[config.mk]
export PLATFORM = sky130hd
export DESIGN_NAME = elem_sub_arbiter
export DESIGN_NICKNAME = d
export VERILOG_FILES = /design/src/rtl/elem_sub_arbiter.sv
export SDC_FILE = /design/constraint.sdc
export NUM_CORES = 1
export LEC_CHECK = 0
export ABC_AREA = 1
export CAP_MARGIN = 10
export CORE_AREA = 2 2 287 289
export CTS_BUF_LIST = sky130_fd_sc_hd__clkbuf_4 sky130_fd_sc_hd__clkbuf_8 sky130_fd_sc_hd__clkbuf_16
export DETAILED_ROUTE_END_ITERATION = 8
export DIE_AREA = 0 0 289 291
export HOLD_SLACK_MARGIN = 0.08
export SETUP_SLACK_MARGIN = 0.4
export SYNTH_ARGS = -nofsm -noshare
export SYNTH_HDL_FRONTEND = slang
export SYNTH_SLANG_ARGS = --single-unit
[constraint.sdc]
create_clock -name clk -period 1.9 [get_ports clk]
set_clock_uncertainty 0.15 [all_clocks]
set_input_delay 0.38 -clock clk [delete_from_list [all_inputs] [get_ports clk]]
set_output_delay 0.38 -clock clk [all_outputs]
set_load 0.03 [all_outputs]
[src/rtl/elem_sub_arbiter.sv]
// Burst-level round-robin arbiter in front of the shared ElemSub modular-subtract pipe.
// Tags every issued beat with its owner so results route back without backpressure.
module elem_sub_arbiter #(
  parameter int NUM_REQ = 2,
  parameter int W       = 64,
  parameter int SUB_LAT = 2,
  parameter int CNT_W   = 16
) (
  input  logic                 clk,
  input  logic                 rst,
  input  logic [NUM_REQ-1:0]   req_valid,
  input  logic [NUM_REQ-1:0]   req_last,
  input  logic [NUM_REQ*W-1:0] req_op1,
  input  logic [NUM_REQ*W-1:0] req_op2,
  input  logic [NUM_REQ*W-1:0] req_p,
  output logic [NUM_REQ-1:0]   req_ready,
  output logic                 sub_in_valid,
  output logic                 sub_in_last,
  output logic [W-1:0]         sub_op1,
  output logic [W-1:0]         sub_op2,
  output logic [W-1:0]         sub_p,
  input  logic [W-1:0]         sub_out,
  input  logic                 sub_out_valid,
  input  logic                 sub_out_last,
  output logic [NUM_REQ-1:0]   rsp_valid,
  output logic [NUM_REQ-1:0]   rsp_last,
  output logic [W-1:0]         rsp_data,
  output logic                 burst_done,
  output logic [1:0]           burst_id,
  output logic [CNT_W-1:0]     burst_len,
  output logic                 busy
);

  // state   | meaning
  // S_IDLE  | no owner; pick next requester round-robin
  // S_GRANT | owner chosen; first accepted beat latches the modulus
  // S_BURST | owner streams remaining beats until its last beat
  typedef enum logic [1:0] {S_IDLE, S_GRANT, S_BURST} state_t;

  typedef struct packed {
    logic             vld;
    logic             last;
    logic [1:0]       id;
    logic [CNT_W-1:0] len;
  } tag_t;

  state_t           r_state, w_state_nxt;
  logic [1:0]       r_gnt, r_rr_ptr, w_pick;
  logic             w_pick_vld;
  logic [W-1:0]     r_p;
  logic [CNT_W-1:0] r_cnt;
  tag_t             r_in_tag;
  tag_t             r_tag [SUB_LAT];
  tag_t             w_out_tag;
  logic             w_acc, w_acc_last, w_out_vld, w_tag_any;
  logic [W-1:0]     w_op1, w_op2, w_p;

  // Scan from rr_ptr+1; iterating k downwards lets the nearest valid requester win.
  always_comb begin
    w_pick_vld = 1'b0;
    w_pick     = r_rr_ptr;
    for (int k = NUM_REQ; k >= 1; k--) begin
      for (int i = 0; i < NUM_REQ; i++) begin
        if (req_valid[i] && (i == (int'(r_rr_ptr) + k) % NUM_REQ)) begin
          w_pick_vld = 1'b1;
          w_pick     = 2'(i);
        end
      end
    end
  end

  always_comb begin
    w_acc      = 1'b0;
    w_acc_last = 1'b0;
    w_op1      = '0;
    w_op2      = '0;
    w_p        = '0;
    req_ready  = '0;
    for (int i = 0; i < NUM_REQ; i++) begin
      if (r_gnt == 2'(i)) begin
        w_op1 = req_op1[i*W +: W];
        w_op2 = req_op2[i*W +: W];
        w_p   = req_p[i*W +: W];
        if (r_state != S_IDLE) begin
          req_ready[i] = 1'b1;
          w_acc        = req_valid[i];
          w_acc_last   = req_valid[i] & req_last[i];
        end
      end
    end
  end

  always_comb begin
    w_state_nxt = r_state;
    case (r_state)
      S_IDLE:  if (w_pick_vld) w_state_nxt = S_GRANT;
      S_GRANT: if (w_acc) w_state_nxt = w_acc_last ? S_IDLE : S_BURST;
      S_BURST: if (w_acc_last) w_state_nxt = S_IDLE;
      default: w_state_nxt = S_IDLE;
    endcase
  end

  always_ff @(posedge clk) begin
    if (rst) begin
      r_state      <= S_IDLE;
      r_gnt        <= '0;
      r_rr_ptr     <= 2'(NUM_REQ - 1);
      r_p          <= '0;
      r_cnt        <= '0;
      sub_in_valid <= 1'b0;
      sub_in_last  <= 1'b0;
      sub_op1      <= '0;
      sub_op2      <= '0;
      sub_p        <= '0;
      r_in_tag     <= '0;
      for (int k = 0; k < SUB_LAT; k++) r_tag[k] <= '0;
    end else begin
      r_state <= w_state_nxt;
      if (r_state == S_IDLE && w_pick_vld) begin
        r_gnt <= w_pick;
        r_cnt <= '0;
      end
      if (w_acc) begin
        r_cnt   <= r_cnt + CNT_W'(1);
        sub_op1 <= w_op1;
        sub_op2 <= w_op2;
        // First beat bypasses r_p so the modulus is valid on the same issue cycle.
        sub_p   <= (r_state == S_GRANT) ? w_p : r_p;
        if (r_state == S_GRANT) r_p <= w_p;
        if (w_acc_last) r_rr_ptr <= r_gnt;
      end
      sub_in_valid  <= w_acc;
      sub_in_last   <= w_acc_last;
      r_in_tag.vld  <= w_acc;
      r_in_tag.last <= w_acc_last;
      r_in_tag.id   <= r_gnt;
      r_in_tag.len  <= w_acc_last ? r_cnt + CNT_W'(1) : '0;
      r_tag[0]      <= r_in_tag;
      for (int k = 1; k < SUB_LAT; k++) r_tag[k] <= r_tag[k-1];
    end
  end

  assign w_out_tag = r_tag[SUB_LAT-1];
  assign w_out_vld = sub_out_valid & w_out_tag.vld;

  always_comb begin
    rsp_valid = '0;
    rsp_last  = '0;
    w_tag_any = r_in_tag.vld;
    for (int k = 0; k < SUB_LAT; k++) w_tag_any = w_tag_any | r_tag[k].vld;
    for (int i = 0; i < NUM_REQ; i++) begin
      if (w_out_vld && w_out_tag.id == 2'(i)) begin
        rsp_valid[i] = 1'b1;
        rsp_last[i]  = sub_out_last;
      end
    end
  end

  assign rsp_data   = sub_out;
  assign burst_done = w_out_vld & w_out_tag.last;
  assign burst_id   = burst_done ? w_out_tag.id : 2'b00;
  assign burst_len  = burst_done ? w_out_tag.len : '0;
  assign busy       = (r_state != S_IDLE) | w_tag_any;

endmodule
; ---- Word-level counts from Yosys, hierarchy flattened
; Memory sizes are Yosys's and may differ from the RTL's.
; Index checks and enable logic that the tools add are counted.
[totals]
reg_bits = 234
mem_bits_rw = 40
inputBits = 456
output_inout_bits = 284
elab_cells = 97
memories = 1
[op_classes]
n_addsub = 3
n_eq_ne = 9
mux = 43
n_bitwise = 12
n_reduce_logical = 18
[memory_table]
columns = name, words, word_bits, read_ports, rd_ports_with_merged_regs, wr, line
row1 = r_tag, 2, 20, 2, 0, 2, 53  ; tag_t r_tag [SUB_LAT];
[op_table]
columns = cell, count
row1 = 2-to-1 mux 64 bit, 6
row2 = logical NOT 32 bit, 2
row3 = 2-to-1 mux 16 bit, 3
row4 = 2-to-1 mux 20 bit, 2
row5 = 2-to-1 mux 1 bit, 22
row6 = 2-to-1 mux 2 bit, 9
row7 = "adder 16 x 1 -> 16 bit, second input constant", 1
row8 = logical AND 1 bit, 7
row9 = "== test 2 x 1 -> 1 bit, second input constant", 3
row10 = logical NOT 2 bit, 3
row11 = "!= test 2 bit, second input constant", 3
row12 = one-hot mux 2 bit (3 select lines), 1
row13 = bitwise OR 1 bit, 5
row14 = bitwise AND 1 bit, 4
row15 = "== test 2 bit, first input constant", 2
row16 = AND reduction 2 bit, 2
row17 = nonzero test 2 bit, 2
row18 = AND reduction 3 bit, 1
row19 = "adder 1 bit, second input constant", 2
row20 = "bitwise AND 1 bit, first input constant", 2
row21 = "== test 2 bit, second input constant", 1
row22 = OR reduction 2 bit, 1
row23 = inverter 1 bit, 1

; ---- Depth between registers and ports, before layout
; Gate-level depths: netlist of run 1.
[logic_depth]
depth_word = 11
ltp_mapped = 10
mapped_depth_nobuf = 9

; ---- Worst setup path after synthesis of run 1
; No wires, ideal clock.
[synth_timing]
kind = flip-flop to flip-flop
startpoint = reg r_state[1]
endpoint = reg r_in_tag[10] (netlist bit)
setup_time_ns = 0.064
arrival_time_ns = 1.691
required_time_ns = 1.686
setup_slack_ns = -0.005
path_stages_with_launch = 10
path_buffers = 1
period_less_slack_ns = 1.905
cell_sequence = dfxtp_1 -> inv_1 -> nand2_1 -> inv_1 -> nor2_1 -> nand3_1 -> o21ai_0 -> nand2_1 -> buf_2 -> nor2_1
[synth_via]
elab_chain_cells = 7
[synth_rtl]
columns = item, line
row1 = from (decl), 47  ; state_t r_state, w_state_nxt;
row2 = from (signal assigned), 118  ; r_state <= w_state_nxt;
row3 = nonzero test 2 bit *, 84  ; if (r_state != S_IDLE) begin
row4 = 2-to-1 mux 1 bit, 84
row5 = 2-to-1 mux 1 bit, 80  ; if (r_gnt == 2'(i)) begin
row6 = 2-to-1 mux 1 bit, 84
row7 = 2-to-1 mux 1 bit *, 80
row8 = inverter 1 bit (no line) *, -
row9 = OR reduction 2 bit (no line) *, -
row10 = to (decl), 52  ; tag_t r_in_tag;
; Every way passes the cells marked *; elsewhere a longest branch is shown, timed or not.
; A chain may end at the register's enable or synchronous reset.

; ---- Worst setup path after layout of run 1
[layout_timing]
startpoint = in sub_out_valid
endpoint = out burst_len[9]
[layout_via]
elab_chain_cells = 3
[layout_rtl]
columns = item, line
row1 = from (decl), 23  ; input logic sub_out_valid,
row2 = bitwise AND 1 bit, 144  ; assign w_out_vld = sub_out_valid & w_out_tag.vld;
row3 = bitwise AND 1 bit, 160  ; assign burst_done = w_out_vld & w_out_tag.last;
row4 = 2-to-1 mux 16 bit, 162  ; assign burst_len = burst_done ? w_out_tag.len : '0;
row5 = to (decl), 30  ; output logic [CNT_W-1:0] burst_len,
; Every way passes these cells.

==> results of run 1 <==
-- registers in the layout, summed over array words and instances, names as in the netlist --
| register | cells |
|---|---|
| sub_op1 | 64 |
| r_p | 64 |
| r_rr_ptr | 1 |
| r_cnt | 16 |
| sub_op2 | 64 |
| r_tag | 40 |
| r_state | 2 |
| r_in_tag | 20 |
| r_gnt | 2 |
-- worst max path at each step --
stage                         end  slack, ns  cells past startpoint
global placement        r_cnt[13]      -0.27                      7
finish               burst_len[9]      -0.19                      6
CTS                 burst_len[12]      -0.20                      5
floorplan            rsp_valid[0]       0.23                      2
detailed placement    sub_op1[62]      -0.28                      7
global route         burst_len[9]      -0.24                      5
-- per-layer routing --
layer | wire length, microns | part of all wire [%] | vias to the layer above
li1 | - | - | 6487
met1 | 25250 | 41 | 6373
met2 | 29060 | 47 | 511
met3 | 5003 | 8.1 | 135
met4 | 2303 | 3.7 | 0
met5 | 0 | 0 | -
-- Yosys cell counts --
cell / number / share of area (%)
nand2_1: 446 / 14
dfxtp_1: 273 / 47
a31oi_1: 128 / 6.9
o21ai_0: 99 / 4.3
nor2_1: 97 / 3.1
inv_1: 89 / 2.9
a21oi_1: 82 / 3.5
buf_4: 74 / 4.8
clkbuf_1: 66 / 2.1
a22o_1: 64 / 4.8
buf_2: 37 / 1.6
o21ai_1: 36 / 1.6
nand3_1: 24 / 1.0
xor2_1: 5 / 0.38
nor3_1: 4 / 0.17
buf_1: 3 / 0.097
nand4_1: 3 / 0.16
nor4_1: 2 / 0.11
o21bai_1: 2 / 0.13
buf_6: 1 / 0.097
clkinv_1: 1 / 0.032
ha_1: 1 / 0.11
inv_2: 1 / 0.032
nor2_2: 1 / 0.054
nor2_4: 1 / 0.097
xnor2_1: 1 / 0.076
-- cell type report --
type                       count  area [sq um]  area share, %
clock buffer                  46          1003          4.041
clock inverter                13         166.4         0.6701
timing repair inverter         1         16.27        0.06550
inverter                      91         379.1          1.527
tap                         1070          1339          5.391
sequential                   273          5741          23.12
multi-input combinational    997          6528          26.29
timing repair buffer         836          9661          38.90
-- tightest hold or removal path: stages --
cell and delay (ns):
buf_4 0.11, inv_4 0.07, nand2_4 0.15, a21oi_2 0.04
-- cells in the final DEF, fill, tap and decap left out, drive strengths merged --
| cell type | instances |
|---|---|
| a21oi | 82 |
| a22o | 64 |
| a31oi | 128 |
| buf | 413 |
| bufinv | 3 |
| clkbuf | 78 |
| clkdlybuf4s50 | 390 |
| clkinv | 8 |
| clkinvlp | 3 |
| dfxtp | 273 |
| dlygate4sd3 | 1 |
| ha | 1 |
| inv | 91 |
| nand2 | 447 |
| nand3 | 24 |
| nand4 | 3 |
| nor2 | 99 |
| nor3 | 4 |
| nor4 | 2 |
| o21ai | 135 |
| o21bai | 2 |
| xnor2 | 1 |
| xor2 | 5 |
-- kinds of logic (layout without fill, tap and decap cells) --
group                      after synthesis  after routing  synth area share, %
and+or+nand+nor                        578            579                19.25
AOI/OAI and AO/OA                      411            411                21.28
DFF                                    273            273                47.23
buffers and inverters                  272            987                11.69
xor gates and xnor gates                 6              6               0.4541
adders and majority gates                1              1               0.1081
-- report_power, final --
| group | internal [uW] | switching, uW |
|---|---|---|
| Combinational | 2930 | 2750 |
| Sequential | 6170 | 341 |
| Clock | 4120 | 2710 |
| Total | 13200 | 5800 |
-- metrics by stage --
step / setup slack (ns) / TNS [ns]
6_report: -0.1876 / -9.489
5_1_grt: -0.2376 / -23.65
4_1_cts: -0.2035 / -3.887
3_5_place_dp: -0.2796 / -51.18
3_3_place_gp: -0.2728 / -46.41
2_1_floorplan: 0.2264 / 0
-- repair_timing --
item | 4_1_cts | 5_1_grt
buffers inserted | 13 | 59
cloned | 3 | 44
hold endpoints to repair | 2 | 0
pin swaps | 4 | 65
gates resized for setup | 1195 | 849
hold buffers | 1 | 0
setup endpoints to repair | 449 | 449
==> impl_metrics.toml, run 1 <==
[logic_synthesis]
synth-seq-area-share_pct = 47.23
synth_area_sq_um = 11570
ys_seq_elements = 273
synth_cells = 1541
syn_nets = 1998
syn_avg_cell_area_sq_um = 7.510
yosys_warnings = 0
ys_types = 26

[global_route]
globalRouteOverflowTotal = 0
grt_pass1_wl_microns = 75620
antenna_found_initial = 5
grt_util_met1_pct = 13.74
grt_max_degree = 56
gr-usage-met2_pct = 19.48
grtUsageMet3_pct = 4.436
grt.busiest_layer = "met2"
first_global_vias = 12362
gr-usage-all-layers_pct = 11.81

[route]
wl_per_cell_microns = 18.52
drt.antenna.violating_nets = 0
routed_wl_microns = 61610
drtIter0Drc = 528
vias = 13506
via_per_inst = 4.060
dr.pass1.iters = 5
drc = 0

[critical_path]
r2r.worst_path.cells = 10
cp.required_ns = 1.37
crit_start = "sub_out_valid"
arrival_ns = 1.56
reg2reg_to = "r_p[56]"
rrSetupSlack_ns = -0.10
slowest_delay_ns = 0.53
worst_path_max_delay_cell = "clkdlybuf4s50_1"
worstSetupStartpointType = "input pin"
cp_cell_sequence = "clkdlybuf4s50_1, nand3_4, buf_12, buf_16, nor2_4, buf_6"
crit_family = "buffers and inverters"
crit_type = "input pin to primary output"
critPathBufInv = 4
end_kind = "primary output"
crit_fanout = 4
r2r-start = "r_gnt[1]"

[placed_design]
gp_congestion = 0.8254
hpwl_microns = 39690
portBuffers = 611
dp_cells = 3148
placed_area_sq_um = 19260

[finish]
fin_area_sq_um = 24830
nets = 2691
layout.cells.non_filler = 3327
area_growth_pct = 114.6
utilization_pct = 30.59
n_fill_cell = 8401
drive_above_1_share_pct = 45.59
antennaDiodeCount = 0

[cts]
cts_tree = "yes"
clkTransAtPathRegs_ns = 0.05
numCtsBuffers = 34
clk_path_buf_depth = 3
htreeDepth = 2
clk_latency_ns = 0.54
root_buffer = "clkbuf_16"
clock-sinks = 273

[timing]
hold_viol_final = 0
timing.final.crit_share_pct = 109.9
grt_setup_unrepaired = "true"
fmax_mhz = 479.0
whs_ns = 0.1364
relSlewSlack_pct = 61.93
tightest_slew_ns = 0.5710
fin_ws_ns = -0.1876
fin_crit_ns = 2.088
slew_violations = 0
finalSetupViolations = 175

[worst_hold_path]
hp-class = "input pin to flip-flop"
whs_endpoint = "r_in_tag[12]"
holdCritStartpoint = "rst"
hold_depth = 4

[power_and_ir_drop]
p_per_area_nw_per_um2 = 766.0
p_leak_uw = 0.009506
ir_drop_mv = 0.5001
report.power.total_uw = 19020

[run_status]
status = "finished with violations"
violations = "negative setup slack"

[die]
dieArea_sq_um = 84100
initial_core_util_pct = 14.25
fp.dieW_microns = 289
io-pin-count = 740
die_y_microns = 291
core_sq_um = 81190
fp-row-count = 105

[run]
maxCapViolations = 0
Note: power is estimated with default switching activity, not from simulation.
==> inputs of run 2 (changes only) <==
CTS_CLUSTER_DIAMETER = 100   (was unset)
clock period = 2.7 ns   (was 1.9 ns; I/O delays follow)
==> run 2 against run 1 <==
Net effect:
- the run now ends clean
- highest routed layer unchanged
- count of clock-buffer cells in the layout is 1 lower
- sequential share of layout area grew 4.5 points
- setup slack better by 0.63 ns
- flip-flop and latch count did not move
- hold slack better by 0.081 ns
- combinational power is 53% lower
==> impl_metrics.toml, run 2 (synthesis gave the netlist of run 1 again) <==
[cts]
cts_hold_buf = 0
clkTransAtPathRegs_ns = 0.06
numCtsBuffers = 34
root_buffer = "clkbuf_16"
cts_tree = "yes"
cts_setup_buffers = 0
clock-sinks = 273
htreeDepth = 2
clk_path_buf_depth = 3
clk_latency_ns = 0.53

[critical_path]
cp_cell_sequence = "clkdlybuf4s50_1"
r2r-start = "r_gnt[0]"
cp.required_ns = 2.01
crit_fanout = 2
arrival_ns = 1.57
rrSetupSlack_ns = 0.68
worst_path_max_delay_cell = "clkdlybuf4s50_1"
reg2reg_to = "r_p[53]"
critPathBufInv = 1
crit_family = "buffers and inverters"
crit_type = "flip-flop to primary output"
slowest_delay_ns = 0.71
end_kind = "primary output"
r2r.worst_path.cells = 9
worstSetupStartpointType = "flip-flop"

[placed_design]
hpwl_microns = 37430
gp_congestion = 0.8101
portBuffers = 611

[run_status]
status = "finished clean"

[die]
die_y_microns = 291
core_sq_um = 81190
initial_core_util_pct = 14.25
dieArea_sq_um = 84100
io-pin-count = 740
fp-row-count = 105
fp.dieW_microns = 289

[timing]
fin_crit_ns = 2.257
finalSetupTns_ns = 0
timing.final.crit_share_pct = 83.60
finalSetupViolations = 0
fmax_mhz = 443.0
hold_viol_final = 0
relSlewSlack_pct = 60.32
slew_violations = 0
tightest_slew_ns = 0.5952
grt_setup_unrepaired = "true"

[route]
via_per_inst = 3.856
wl_per_cell_microns = 15.75
drt.antenna.violating_nets = 0
vias = 12161
drc = 0
routed_wl_microns = 49690
dr.pass1.iters = 5
drtIter0Drc = 483

[worst_hold_path]
hp-class = "input pin to flip-flop"
whs_endpoint = "r_p[41]"
hold_depth = 2
holdCritStartpoint = "rst"

[finish]
utilization_pct = 24.38
area_growth_pct = 71.05
reg_top3 = "r_p (64), sub_op1 (64), sub_op2 (64)"
final_common_cell = "clkdlybuf4s50_1"
mostFrequentLayoutCells = "clkdlybuf4s50_1, nand2_1, dfxtp_1"
drive_above_1_share_pct = 7.637
nets = 2513

[global_route]
grt_pass1_wl_microns = 72680
gr-usage-all-layers_pct = 11.29
first_global_vias = 11896
grt_max_degree = 105
globalRouteOverflowTotal = 0
antenna_found_initial = 3

[power_and_ir_drop]
p_seq_share_pct = 36.7
p_int_uw = 8543
ir_drop_mv = 0.3558
p_leak_uw = 0.008363
p_per_area_nw_per_um2 = 609.4
p_comb_share_pct = 22.2
power_frac_clock_pct = 41.1
p_sw_uw = 3518
switching_share_pct = 29.17

[run]
maxCapViolations = 0
run 2: area by class of cell:
cell class,instances,area (sq um)
Antenna cell,2,5.005
Timing Repair Buffer,660,6613
Clock inverter,17,236.5
Inverter,91,344.1
Tap cell,1070,1339
Sequential cell,273,5468
Clock buffer,45,977.2
Fill cell,8985,61400
Multi-Input combinational cell,996,4812
run 2: layer usage:
metal	vias up	wire (microns)	GRT usage [%]
li1	6088	-	-
met1	5501	20630	13.39
met2	447	22790	18.50
met4	0	2064	4.740
met3	125	4209	3.785
met5	-	0	0
run 2: power groups by stage:
stage / logic, uW / clock network, uW / registers (uW)
5_1_grt: 2890 / 5290 / 4450
3_3_place_gp: 2800 / 0 / 4510
2_1_floorplan: 971 / 0 / 4990
6_report: 2680 / 4960 / 4420
3_5_place_dp: 2790 / 0 / 4510
4_1_cts: 2730 / 5140 / 4420
run 2: worst max path at each step:
stage	to	slack [ns]	depth (start not counted)	startpoint
after floorplan	rsp_last[0]	0.48	2	sub_out_last
after global placement	r_p[52]	0.24	8	req_valid[1]
after detailed placement	r_p[49]	0.20	8	req_valid[1]
after CTS	req_ready[0]	0.23	6	r_state[1]
after global routing	req_ready[0]	0.37	6	r_state[1]
final	sub_op1[15]	0.44	1	sub_op1[15]
run 2: what timing repair did:
action | in CTS | in global routing
pin swaps | 1 | 0
setup endpoints to repair | 92 | 72
resized for setup | 100 | 63
cloned | 1 | 0
run 2: stage by stage:
step           setup WS (ns)  total power, uW  hold slack (ns)  cell area [sq um]  cells
3_3_place_gp          0.2402             7303           0.2393              18500   3089
3_5_place_dp          0.1990             7300           0.2422              18500   3089
4_1_cts               0.2334            12300           0.1772              19670   3152
6_report              0.4428            12060           0.2173              19790   3154
2_1_floorplan         0.4846             5957           0.2383              11570   1541
5_1_grt               0.3713            12630           0.2063              19790   3152
==> inputs of run 3 (changes only) <==
clock period = 2.1 ns   (was 2.7 ns; I/O delays follow)
==> run 3 against run 2 <==
Net effect:
- die area is the same
- flip-flop and latch count is the same
- routed wire length grew 15%
- setup slack lost 0.43 ns
- critical path type unchanged
- highest routed layer is now met5
==> impl_metrics.toml, run 3 (synthesis gave the netlist of run 1 again) <==
[critical_path]
crit_fanout = 3
worst_path_max_delay_cell = "dfxtp_4"
r2r-start = "r_state[0]"
reg2reg_to = "sub_op2[40]"
r2r.worst_path.cells = 14
crit_type = "flip-flop to primary output"
slowest_delay_ns = 0.39
cp_cell_sequence = "nand3_4, buf_6, buf_6, nor2_4, buf_6"
cp.required_ns = 1.53
end_kind = "primary output"
crit_start = "r_tag[0][39]"
arrival_ns = 1.51
crit_top_cell = "buf_6"
rrSetupSlack_ns = 0.02
worstSetupStartpointType = "flip-flop"

[die]
core_sq_um = 81190
die_y_microns = 291
io-pin-count = 740
initial_core_util_pct = 14.25
fp.dieW_microns = 289
fp-row-count = 105
dieArea_sq_um = 84100

[cts]
root_buffer = "clkbuf_16"
clock-sinks = 273
clkTransAtPathRegs_ns = 0.05
numCtsBuffers = 35
clk_path_buf_depth = 3
cts_hold_buf = 0
cts_tree = "yes"
clk_latency_ns = 0.54
htreeDepth = 2

[power_and_ir_drop]
p_int_uw = 11040
p_sw_uw = 4936
ir_drop_mv = 0.4751
p_leak_uw = 0.008299
switching_share_pct = 30.90
p_comb_share_pct = 26.7
p_per_area_nw_per_um2 = 744.3
report.power.total_uw = 15970
power_frac_clock_pct = 37.4
p_seq_share_pct = 36.0

[finish]
seq_area_sq_um = 5483
multiInputGateArea_sq_um = 5881
final_common_cell = "nand2_1"
antennaDiodeCount = 0
mostFrequentLayoutCells = "nand2_1, clkdlybuf4s50_1, dfxtp_1"
n_fill_cell = 8799
drive_above_1_share_pct = 28.19
reg_top3 = "r_p (64), sub_op1 (64), sub_op2 (64)"
nets = 2582
area_growth_pct = 85.46

[route]
drtIter0Drc = 419
dr.pass1.iters = 5
wl_per_cell_microns = 17.80
drc = 0
drt.antenna.violating_nets = 0
routed_wl_microns = 57330
vias = 12903
via_per_inst = 4.007

[placed_design]
gp_congestion = 0.8437
portBuffers = 611
hpwl_microns = 39190

[global_route]
first_global_vias = 12329
grt_pass1_wl_microns = 77670
gr-usage-all-layers_pct = 12.28
globalRouteOverflowTotal = 0
grt_max_degree = 74
antenna_found_initial = 4

[timing]
relSlewSlack_pct = 53.29
timing.final.crit_share_pct = 99.29
slew_violations = 0
hold_viol_final = 0
finalSetupViolations = 0
grt_setup_unrepaired = "true"
fmax_mhz = 479.6
tightest_slew_ns = 0.7007
fin_crit_ns = 2.085
finalSetupTns_ns = 0

[run_status]
status = "finished clean"

[worst_hold_path]
hold_depth = 2
hp-class = "flip-flop to flip-flop"
holdCritStartpoint = "r_in_tag[14]"
whs_endpoint = "r_tag[0][14]"

[run]
maxCapViolations = 0
## run 3: changes by cell type in the layout (fill, tap and decap cells not counted), sizes merged, moves of 4 or more
cell / before / now
buf: 76 / 325
dlygate4sd2: 73 / 1
clkdlybuf4s50: 457 / 389
dlymetal6s2s: 52 / 0
clkbuf: 47 / 63
bufinv: 5 / 1
## run 3: how the worst max path moves through the flow
| stage | endpoint | slack [ns] |
|---|---|---|
| 2_1_floorplan | rsp_last[0] | 0.12 |
| 3_3_place_gp | burst_id[0] | -0.19 |
| 3_5_place_dp | burst_id[0] | -0.15 |
| 4_1_cts | req_ready[0] | -0.07 |
| 5_1_grt | req_ready[0] | -0.07 |
| 6_report | burst_id[1] | 0.02 |
## run 3: metal layers
metal  wire length (microns)  GRT usage (%)  part of all wire (%)
met1                   23860          14.66                    42
met2                   26770          20.29                    47
met3                    4499          3.832                   7.8
met4                    2193          4.991                   3.8
met5                      10              0                 0.017
## run 3: through the flow
step	worst slack (ns)	area [sq um]	util, %	hold WS [ns]	cells
global route	-0.06681	21460	26.43	0.2498	3220
floorplan	0.1246	11660	-	0.2383	1541
finish	0.01501	21460	26.43	0.2342	3220
global placement	-0.1865	18900	23.28	0.2399	3109
CTS	-0.06578	20200	24.88	0.2046	3195
detailed placement	-0.1546	18900	23.28	0.2416	3109
## run 3: area by class of cell
| class | count | share of cell area (%) |
|---|---|---|
| Timing Repair Buffer | 728 | 33.78 |
| Multi-Input combinational cell | 996 | 27.40 |
| Clock buffer | 50 | 4.810 |
| Clock inverter | 12 | 0.4955 |
| Inverter | 91 | 1.726 |
| Sequential cell | 273 | 25.55 |
| Tap cell | 1070 | 6.238 |
## run 3: power groups by stage
stage | logic, uW | clock network (uW) | registers, uW
detailed placement | 3740 | 0 | 5800
global placement | 3740 | 0 | 5800
floorplan | 1250 | 0 | 6410
finish | 4260 | 5970 | 5740
CTS | 3840 | 6210 | 5700
global route | 4530 | 6370 | 5780
## run 3: what timing repair did
item,in CTS,in global routing
buffers inserted,11,11
cloned,13,14
gates resized for setup,1085,226
pin swaps,59,40
endpoints found under the setup margin,438,317
## run 3: worst max-delay path, delay by kind of cell, from the launching register on
family | cells | cell delay [ns]
buffers and inverters | 3 | 0.40
flip-flops | 1 | 0.39
AND/OR/NAND/NOR | 2 | 0.19
==> edit: new RTL, flow settings as in run 3 <==
The parameter `CNT_W` goes from 16 to 32.
--- a/src/rtl/elem_sub_arbiter.sv
+++ b/src/rtl/elem_sub_arbiter.sv
@@ -5,5 +5,5 @@
   parameter int W       = 64,
   parameter int SUB_LAT = 2,
-  parameter int CNT_W   = 16
+  parameter int CNT_W   = 32
 ) (
   input  logic                 clk,
Interface: changed (resized burst_len); port bits go from 740 to 756. The function was not compared with the original's and may differ.
==> edit against run 3 <==
- the run now ends with negative setup slack left
- setup slack lost 0.079 ns
- highest routed layer unchanged
- worst hold slack gained 0.0090 ns
- sequential power grew 24%
- routed wire length grew 30%
- utilization grew 8.8 points
- synthesized area grew 27%
- final area grew 33%
- sequential cell count grew 64
- largest cell class unchanged
- power grew 29%
==> edit: results <==
export IMPL_outcome="complete, but fails checks"
export IMPL_violations="negative setup slack"
export IMPL_setup_viol_count_final=29
export IMPL_tightest_slew_ns=0.448
export IMPL_postPlaceCellArea_sq_um=22200
export IMPL_fin_setup_tns_ns=-0.924
export IMPL_dp_hpwl_um=45100
export IMPL_synth_seq_area_share_pct=46.0
export IMPL_r2r_end="r_p[40]"
export IMPL_grt_pass1_vias=15654
export IMPL_multiInputGateArea_sq_um=8290
export IMPL_routed_via_count=16945
export IMPL_crit_path_start="r_tag[0][71]"
export IMPL_synth_compound_area_share_pct=13.9
export IMPL_setup_worst_path_end="burst_len[0]"
export IMPL_nonClkBufAreaFrac_pct=34.9
export IMPL_synthAdderAreaFrac_pct=0.0854
export IMPL_synth_distinct_cells=31
export IMPL_ys_seq_elements=337
export IMPL_grtUsageMet2_pct=25.1
export IMPL_fillers=8248
export IMPL_swShare_pct=30.7
export IMPL_critPathArrivalTime_ns=1.59
export IMPL_synth_nets=2525
export IMPL_port_buffers=627
export IMPL_final_nets=3209
export IMPL_path_max_fanout=6
export IMPL_grt_pass1_wl_um=97200
export IMPL_clk_latency_ns=0.57
export IMPL_wl_met2_um=35000
export IMPL_vdd_drop_max_mv=0.478
export IMPL_buffers=854
export IMPL_multi_input_cells=1361
export IMPL_synthTopCellsByCount="nand2_1, dfxtp_1, nor2_1"
export IMPL_gr_usage_met3_pct=4.02
export IMPL_grt_antenna_before_repair=2
export IMPL_setup_slack_ns=-0.0643
export IMPL_p_leak_nw=11.4
export IMPL_inv_count=157
export IMPL_synthCells=2068
edit: cell count changes after synthesis, moves of 61 or more:
| cell | delta |
|---|---|
| a22o_1 | -64 |
| nand3_1 | +195 |
| inv_1 | +61 |
| dfxtp_1 | +64 |
| o21ai_1 | +97 |
| nor2_1 | +211 |
edit: power by group through the flow:
| stage | logic [mW] | registers (mW) | clock network [mW] |
|---|---|---|---|
| after floorplan | 1.40 | 7.77 | 0 |
| after global placement | 3.96 | 7.13 | 0 |
| after detailed placement | 3.96 | 7.14 | 0 |
| after CTS | 4.78 | 7.06 | 7.95 |
| after global routing | 6.04 | 7.17 | 8.16 |
| final | 5.76 | 7.14 | 7.71 |
edit: repair_timing:
action                     4_1_cts  5_1_grt
hold endpoints to repair         1        0
gates cloned                    34       39
hold buffers                     1        0
pin swaps                       62      101
gates resized for setup       1505      477
setup buffers                   31       41
setup endpoints to repair      491      376
